==> src/rtl/audio_dac_i2s_tx.sv <==
// Stereo I2S transmitter: buffers left/right sample pairs in a small FIFO and
// serializes them MSB-first on DACDAT, timed by the codec-mastered BCLK/DACLRCK.
module audio_dac_i2s_tx #(
  parameter int unsigned DATA_WIDTH = 16,
  parameter int unsigned FIFO_DEPTH = 4
) (
  input  logic                                 clk_clk,
  input  logic                                 reset_reset_n,
  input  logic [DATA_WIDTH-1:0]                s_left,
  input  logic [DATA_WIDTH-1:0]                s_right,
  input  logic                                 s_valid,
  output logic                                 s_ready,
  input  logic                                 bclk,
  input  logic                                 daclrck,
  output logic                                 dacdat,
  output logic                                 underrun,
  output logic [$clog2(FIFO_DEPTH+1)-1:0]      fifo_level
);

  localparam int unsigned LW = $clog2(FIFO_DEPTH + 1);
  localparam int unsigned AW = (FIFO_DEPTH > 1) ? $clog2(FIFO_DEPTH) : 1;
  localparam int unsigned CW = $clog2(DATA_WIDTH + 1);

  typedef struct packed {
    logic [DATA_WIDTH-1:0] left;
    logic [DATA_WIDTH-1:0] right;
  } pair_t;

  typedef enum logic {IDLE, RUN} state_t;

  logic bclk_s1, bclk_s2, bclk_d;
  logic lrck_s1, lrck_s2, lrck_prev;
  logic bit_event, lrck_fall, lrck_rise;

  pair_t         mem [FIFO_DEPTH];
  pair_t         head;
  logic [AW-1:0] wr_ptr, rd_ptr;
  logic [LW-1:0] level_q, level_d;
  logic          push, pop, empty;

  state_t                state_q, state_d;
  logic [DATA_WIDTH-1:0] shreg_q, shreg_d;
  logic [DATA_WIDTH-1:0] hold_q, hold_d;
  logic [CW-1:0]         bitcnt_q, bitcnt_d;
  logic                  dacdat_d, underrun_d;

  // Pin synchronizers; lrck_prev holds the LRCK level seen at the previous bit event
  always_ff @(posedge clk_clk or negedge reset_reset_n) begin
    if (!reset_reset_n) begin
      bclk_s1   <= 1'b0;
      bclk_s2   <= 1'b0;
      bclk_d    <= 1'b0;
      lrck_s1   <= 1'b0;
      lrck_s2   <= 1'b0;
      lrck_prev <= 1'b0;
    end else begin
      bclk_s1 <= bclk;
      bclk_s2 <= bclk_s1;
      bclk_d  <= bclk_s2;
      lrck_s1 <= daclrck;
      lrck_s2 <= lrck_s1;
      if (bit_event) lrck_prev <= lrck_s2;
    end
  end

  assign bit_event = bclk_d & ~bclk_s2;
  assign lrck_fall = bit_event & lrck_prev & ~lrck_s2;
  assign lrck_rise = bit_event & ~lrck_prev & lrck_s2;

  // Sample-pair FIFO; a pop into an empty FIFO never happens, so a coincident
  // push lands for the following frame
  assign push  = s_valid & s_ready;
  assign empty = (level_q == '0);
  assign head  = mem[rd_ptr];

  always_comb begin
    level_d = level_q;
    if (push && !pop)      level_d = level_q + LW'(1);
    else if (pop && !push) level_d = level_q - LW'(1);
  end

  always_ff @(posedge clk_clk or negedge reset_reset_n) begin
    if (!reset_reset_n) begin
      mem     <= '{default: '0};
      wr_ptr  <= '0;
      rd_ptr  <= '0;
      level_q <= '0;
      s_ready <= 1'b0;
    end else begin
      if (push) begin
        mem[wr_ptr] <= '{left: s_left, right: s_right};
        wr_ptr      <= wr_ptr + AW'(1);
      end
      if (pop) rd_ptr <= rd_ptr + AW'(1);
      level_q <= level_d;
      s_ready <= (level_d != LW'(FIFO_DEPTH));
    end
  end

  assign fifo_level = level_q;

  // Serializer FSM: every bit event first drives the I2S delay/padding zero
  always_comb begin
    state_d    = state_q;
    shreg_d    = shreg_q;
    hold_d     = hold_q;
    bitcnt_d   = bitcnt_q;
    dacdat_d   = dacdat;
    underrun_d = 1'b0;
    pop        = 1'b0;
    if (bit_event) begin
      dacdat_d = 1'b0;
      if (lrck_fall) begin
        state_d  = RUN;
        bitcnt_d = CW'(DATA_WIDTH);
        if (!empty) begin
          pop     = 1'b1;
          shreg_d = head.left;
          hold_d  = head.right;
        end else begin
          shreg_d    = '0;
          hold_d     = '0;
          underrun_d = 1'b1;
        end
      end else begin
        case (state_q)
          IDLE: ;
          RUN: begin
            if (lrck_rise) begin
              shreg_d  = hold_q;
              bitcnt_d = CW'(DATA_WIDTH);
            end else if (bitcnt_q != '0) begin
              dacdat_d = shreg_q[DATA_WIDTH-1];
              shreg_d  = {shreg_q[DATA_WIDTH-2:0], 1'b0};
              bitcnt_d = bitcnt_q - CW'(1);
            end
          end
          default: state_d = IDLE;
        endcase
      end
    end
  end

  always_ff @(posedge clk_clk or negedge reset_reset_n) begin
    if (!reset_reset_n) begin
      state_q  <= IDLE;
      shreg_q  <= '0;
      hold_q   <= '0;
      bitcnt_q <= '0;
      dacdat   <= 1'b0;
      underrun <= 1'b0;
    end else begin
      state_q  <= state_d;
      shreg_q  <= shreg_d;
      hold_q   <= hold_d;
      bitcnt_q <= bitcnt_d;
      dacdat   <= dacdat_d;
      underrun <= underrun_d;
    end
  end

endmodule

==> config.mk <==
export PLATFORM = sky130hd
export DESIGN_NAME = audio_dac_i2s_tx
export DESIGN_NICKNAME = d
export VERILOG_FILES = /design/src/rtl/audio_dac_i2s_tx.sv
export SDC_FILE = /design/constraint.sdc
export NUM_CORES = 1
export LEC_CHECK = 0
export ABC_AREA = 1
export BUFFER_PORTS_ARGS = -buffer_cell sky130_fd_sc_hd__buf_2
export CAP_MARGIN = 20
export CELL_PAD_IN_SITES_DETAIL_PLACEMENT = 1
export CELL_PAD_IN_SITES_GLOBAL_PLACEMENT = 1
export CORE_ASPECT_RATIO = 2
export CORE_UTILIZATION = 50
export CTS_BUF_LIST = sky130_fd_sc_hd__clkbuf_16
export DETAILED_ROUTE_END_ITERATION = 8
export PLACE_DENSITY_LB_ADDON = 0.08
export SLEW_MARGIN = 40
export SYNTH_ARGS = -nofsm -noshare
export SYNTH_HDL_FRONTEND = slang
export SYNTH_SLANG_ARGS = --single-unit
==> constraint.sdc <==
create_clock -name clk_clk -period 2.5 [get_ports clk_clk]
set_input_delay 0.125 -clock clk_clk [delete_from_list [all_inputs] [get_ports clk_clk]]
set_output_delay 0.125 -clock clk_clk [all_outputs]
set_load 0.01 [all_outputs]
After elaboration in Yosys (flattened, before gate mapping)
Index checks and enable logic that the tools add are counted.
{"block": "classes", "n_reduce_logical": 11, "magnitude_cmp": 3, "n_eq_ne": 1, "mux": 28, "add_sub_neg": 5, "n_bitwise": 11}
{"op": "$bwmux 128", "count": 1}
{"op": "$mux 16", "count": 6}
{"op": "$mux 32", "count": 3}
{"op": "$bmux 32 s2", "count": 1}
{"op": "$demux 32 s2", "count": 1}
{"op": "$mux 5", "count": 4}
{"op": "$mux 1", "count": 10}
{"op": "$and 1x1->1", "count": 6}
{"op": "$ge 3x3->1 const B", "count": 2}
{"op": "$mux 3", "count": 2}
{"op": "$not 2->3", "count": 2}
{"op": "$reduce_bool 5->1", "count": 1}
{"op": "$sub 5x1->5 const B", "count": 1}
{"op": "$add 2x1->2 const B", "count": 2}
{"op": "$add 3x1->3 const B", "count": 1}
{"op": "$logic_and 1x1->1", "count": 3}
{"op": "$logic_not 3->1", "count": 1}
{"op": "$lt 3x1->1 const B", "count": 1}
{"op": "$ne 3x3->1 const B", "count": 1}
{"op": "$not 1->1", "count": 3}
{"op": "$reduce_and 3->1", "count": 1}
{"op": "$reduce_bool 3->1", "count": 1}
{"op": "$sub 3x1->3 const B", "count": 1}
{"op": "$logic_not 1->1", "count": 2}
{"op": "other kinds (2)", "count": 2}
{"block": "totals", "regBits": 182, "elab_cells": 83}

Longest topological paths before layout
{"block": "depth", "word_depth": 10, "ltp_mapped": 11}

Worst setup path before layout
No wires, ideal clock.
{"block": "synth_path", "kind": "register to register", "start": "reg level_q[0], in the netlist fifo_level[0]", "end": "reg s_ready", "required_time_ns": 2.381, "synth_period_minus_slack_ns": 1.513, "n_path_buf": 0, "stages_incl_launch_ff": 11, "path_slack_ns": 0.987, "setup_ns": 0.119, "arrival_ns": 1.395, "path_cell_list": "dfrtp_1 -> inv_1 -> ha_1 -> nand2_1 -> nand3_2 -> nand2_1 -> nand2_1 -> nand2_1 -> nand2_1 -> nor2_1 -> nand2_1"}
{"block": "synth_between", "elab_chain_len": 8}
{"element": "start, declared", "line_no": "38", "rtl": "logic [LW-1:0] level_q, level_d;"}
{"element": "start signal, assigned", "line_no": "95", "rtl": "level_q <= level_d;"}
{"element": "$logic_not 3->1", "line_no": "73", "rtl": "assign empty = (level_q == '0);"}
{"element": "$mux 1", "line_no": "116", "rtl": "if (!empty) begin"}
{"element": "$mux 1", "line_no": "113", "rtl": "if (lrck_fall) begin"}
{"element": "$mux 1", "line_no": "111", "rtl": "if (bit_event) begin"}
{"element": "$logic_and 1x1->1 / $logic_not 1->1 (equally long branches)", "line_no": "79, 78"}
{"element": "$mux 3 / $logic_and 1x1->1 (equally long branches)", "line_no": "79, 78"}
{"element": "$mux 3 *", "line_no": "78", "rtl": "if (push && !pop) level_d = level_q + LW'(1);"}
{"element": "named net level_d[1]", "line_no": "38"}
{"element": "$ne 3x3->1 *", "line_no": "96", "rtl": "s_ready <= (level_d != LW'(FIFO_DEPTH));"}
{"element": "end signal, assigned", "line_no": "96"}
{"element": "end, declared", "line_no": "12", "rtl": "output logic s_ready,"}
Mark *: on every way through the listed nets, which the timed path passes. The rest lies on a longest branch.
A chain may end at the register's enable or synchronous reset.

Worst setup path after layout
{"block": "layout_path", "start": "reg level_q[0], in the netlist fifo_level[0]", "end": "reg hold_q[4]"}
{"block": "layout_between", "elab_chain_len": 2}
{"element": "$logic_not 3->1", "line_no": "73"}
{"element": "$mux 16", "line_no": "116"}
{"element": "end signal, assigned", "line_no": "155", "rtl": "hold_q <= hold_d;"}
{"element": "end, declared", "line_no": "43", "rtl": "logic [DATA_WIDTH-1:0] hold_q, hold_d;"}
Every way passes these cells.

==> flow_summary.json <==
{
  "routedWlPerCell_um": 18.2,
  "antenna_cells": 0,
  "min-delay-path-class": "input pin to flop",
  "fin_skew_ns": 0.0130,
  "cts_num_sinks": 182,
  "cts_root_buf": "clkbuf_16",
  "synth_edf_count": 0,
  "finalSetupTns_ns": 0,
  "final.min_clock_period_ns": 1.95,
  "yosys.area_share.simple": 0.188,
  "crit_slowest_cell": "inv_2",
  "ir_drop_v": 0.000588,
  "grt_antenna_before_repair": 0,
  "ant_nets": 0,
  "clk_pin_slew_ns": 0.07,
  "ys_warn_count": 0,
  "synth_ff_type": "dfrtp_1",
  "cp_max_fo": 29,
  "ctsResizeCount": 0,
  "start_kind": "flop",
  "critical_path.max_stage_delay_ns": 0.44,
  "drt_first_pass_iters": 4,
  "powerDensity_nw_per_um2": 1300,
  "fin_crit_sh": 0.782,
  "tritoncts": "built",
  "fp.dieArea_sq_um": 16900,
  "slew_violations": 0,
  "max-clock-path-buffers": 2,
  "track_usage": 0.285,
  "grt_pass1_wl_mm": 37.3,
  "io_pins": 43,
  "synth_xor_area_frac": 0.00536,
  "synthMuxAreaShare": 0,
  "area_growth_syn_to_layout_pct": 11.8,
  "maxCapViolations": 0,
  "crit_chain": "inv_1 > ha_1 > nand2_1 > nand3_2 > inv_2 > buf_4 > nand2_1 > o21ai_0",
  "clock.fmax_mhz": 512,
  "ys_types": 28,
  "row_count": 65,
  "syn_area_sq_um": 8170,
  "start_util": 0.515,
  "die_x_um": 92.4,
  "drt_iter0_markers": 297,
  "synth.yosys.seq_area_share": 0.558,
  "setup_viol": 0,
  "tightest_slew_ns": 0.686,
  "path_class": "flop to flop",
  "synth_top_family_by_area": "simple AND/OR/NAND/NOR gates",
  "crit_path_end_kind": "flop",
  "hold_slack_ns": 0.00357,
  "cpLargestDelayFamily": "buffers and inverters",
  "grt_max_degree": 65,
  "grt_overflow": 0,
  "cpMostUsedCell": "nand2_1",
  "hold_viol_final": 0,
  "drive_above_1_share": 0.113,
  "required_ns": 2.84,
  "worst-path-buf-inv": 3,
  "cp_data_arrival_time_ns": 2.30,
  "fin_cells": 1213,
  "relSlewSlack": 0.541,
  "async_reset_ff_frac": 1.00,
  "synth_compound_area_frac": 0.169,
  "synth_seq_cells": 182,
  "drt-total-wl_mm": 22.1,
  "viasPerCell": 5.52,
  "dpl.hpwl_mm": 14.6,
  "p_leak_nw": 4.48,
  "syn_area_per_cell_sq_um": 8.40,
  "drc_errors": 0,
  "first_global_vias": 7531,
  "final_area_sq_um": 9130,
  "rsz0062_at_grt": "false",
  "die_h_um": 183,
  "syn_inst": 973,
  "nFillCells": 1911,
  "num_vias": 6695,
  "fin_nets": 1044,
  "htree_levels": 4,
  "numCtsBuffers": 17,
  "synthAdderAreaFrac": 0.0123,
  "placed_cell_area_sq_um": 8540,
  "place.port_buffers": 42,
  "gp_congestion": 0.760,
  "post-place-cells": 1177,
  "synth.net_count": 1018,
  "core_area_sq_um": 15900,
  "insertion_delay_ns": 0.42,
  "status": "completed"
}
## layout by cell type, fill, tap and decap left out, types with 4 or more instances in the layout
master / Yosys / final
buf_12: 0 / 5
buf_2: 15 / 41
buf_4: 8 / 13
clkbuf_16: 0 / 17
dfrtp_1: 182 / 181
dlygate4sd3_1: 0 / 4
ha_1: 8 / 8
inv_1: 60 / 61
inv_2: 6 / 6
inv_6: 0 / 4
nand2_1: 279 / 279
nand2_2: 6 / 6
nand3_1: 5 / 5
nor2_1: 85 / 85
o21ai_0: 220 / 220
o21ai_1: 27 / 27
o22ai_1: 16 / 16
xor2_1: 4 / 4
## per-layer routing
layer	vias to the layer above	global-route usage	part of all wire
met5	-	0	0
met4	0	0.132	0.037
met3	37	0.0307	0.018
met2	100	0.536	0.55
met1	3381	0.312	0.39
li1	3177	-	-
## synth_stat cells (6+ instances only)
cell / number / area, sq um
nor2_1: 85 / 319
nand2_2: 6 / 37.5
buf_4: 8 / 60.1
o22ai_1: 16 / 100
nand2_1: 279 / 1050
o21ai_0: 220 / 1100
buf_2: 15 / 75.1
inv_2: 6 / 22.5
o21ai_1: 27 / 135
inv_1: 60 / 225
ha_1: 8 / 100
clkbuf_1: 29 / 109
dfrtp_1: 182 / 4550
## cells by family (layout without fill, tap and decap cells)
kind of cell    Yosys count  after routing
flops                   182            182
xor+xnor                  5              5
fa+ha+maj                 8              8
simple gates            388            388
compound gates          266            266
buf+inv                 124            163
## power breakdown
part / switching, mW / internal (mW)
combinational: 2.84 / 1.47
sequential: 0.737 / 4.25
clock: 1.16 / 1.38
## worst register-to-register path: cells and delay by family, from the launching register on
kind | cells | cell delay [ns]
AOI/OAI and AO/OA | 1 | 0.10
adders and majority gates | 1 | 0.21
buffers and inverters | 3 | 0.79
DFF | 1 | 0.39
and+or+nand+nor | 3 | 0.39
## flip-flops by register name, summed over array words and instances, names as in the netlist, 2 cells and up
| signal | cells |
|---|---|
| rd_ptr | 2 |
| bitcnt_q | 5 |
| wr_ptr | 2 |
| fifo_level | 3 |
| mem | 128 |
| hold_q | 16 |
| shreg_q | 16 |
## what timing repair did
action / in CTS / in global routing
endpoints found under the hold margin: 59 / 0
buffers inserted: 0 / 0
hold buffers: 4 / 0
## worst paths after layout
kind	start	end	slack, ns	cells past startpoint
min in group asynchronous	reset_reset_n	wr_ptr[1]$_DFFE_PN0P_	0.24	2
max reg2reg	fifo_level[0]$_DFF_PN0_	hold_q[4]$_DFFE_PN0P_	0.55	8
min	s_left[12]	mem[124]$_DFFE_PN0P_	0.004	3
max in group asynchronous	reset_reset_n	mem[63]$_DFFE_PN0P_	1.39	3
min reg2reg	lrck_s1$_DFF_PN0_	lrck_s2$_DFF_PN0_	0.36	0
max	fifo_level[0]$_DFF_PN0_	hold_q[4]$_DFFE_PN0P_	0.55	8
## cell type report
cell class	instances	area, sq um	area share
inverter	67	254	0.0278
tap	201	251	0.0275
sequential	182	4560	0.499
timing repair buffer	64	454	0.0497
clock buffer	17	425	0.0466
multi-input combinational	667	3060	0.335
clock inverter	15	129	0.0141
## stage by stage
step / power (mW) / setup slack (ns) / util
after floorplan: 7.79 / 0.987 / -
after detailed placement: 9.30 / 0.561 / 0.538
after CTS: 11.9 / 0.535 / 0.576
after global placement: 8.93 / 0.726 / 0.538
after global routing: 12.7 / 0.394 / 0.576
final: 11.8 / 0.546 / 0.576
Power figures use the tool's default switching activity.
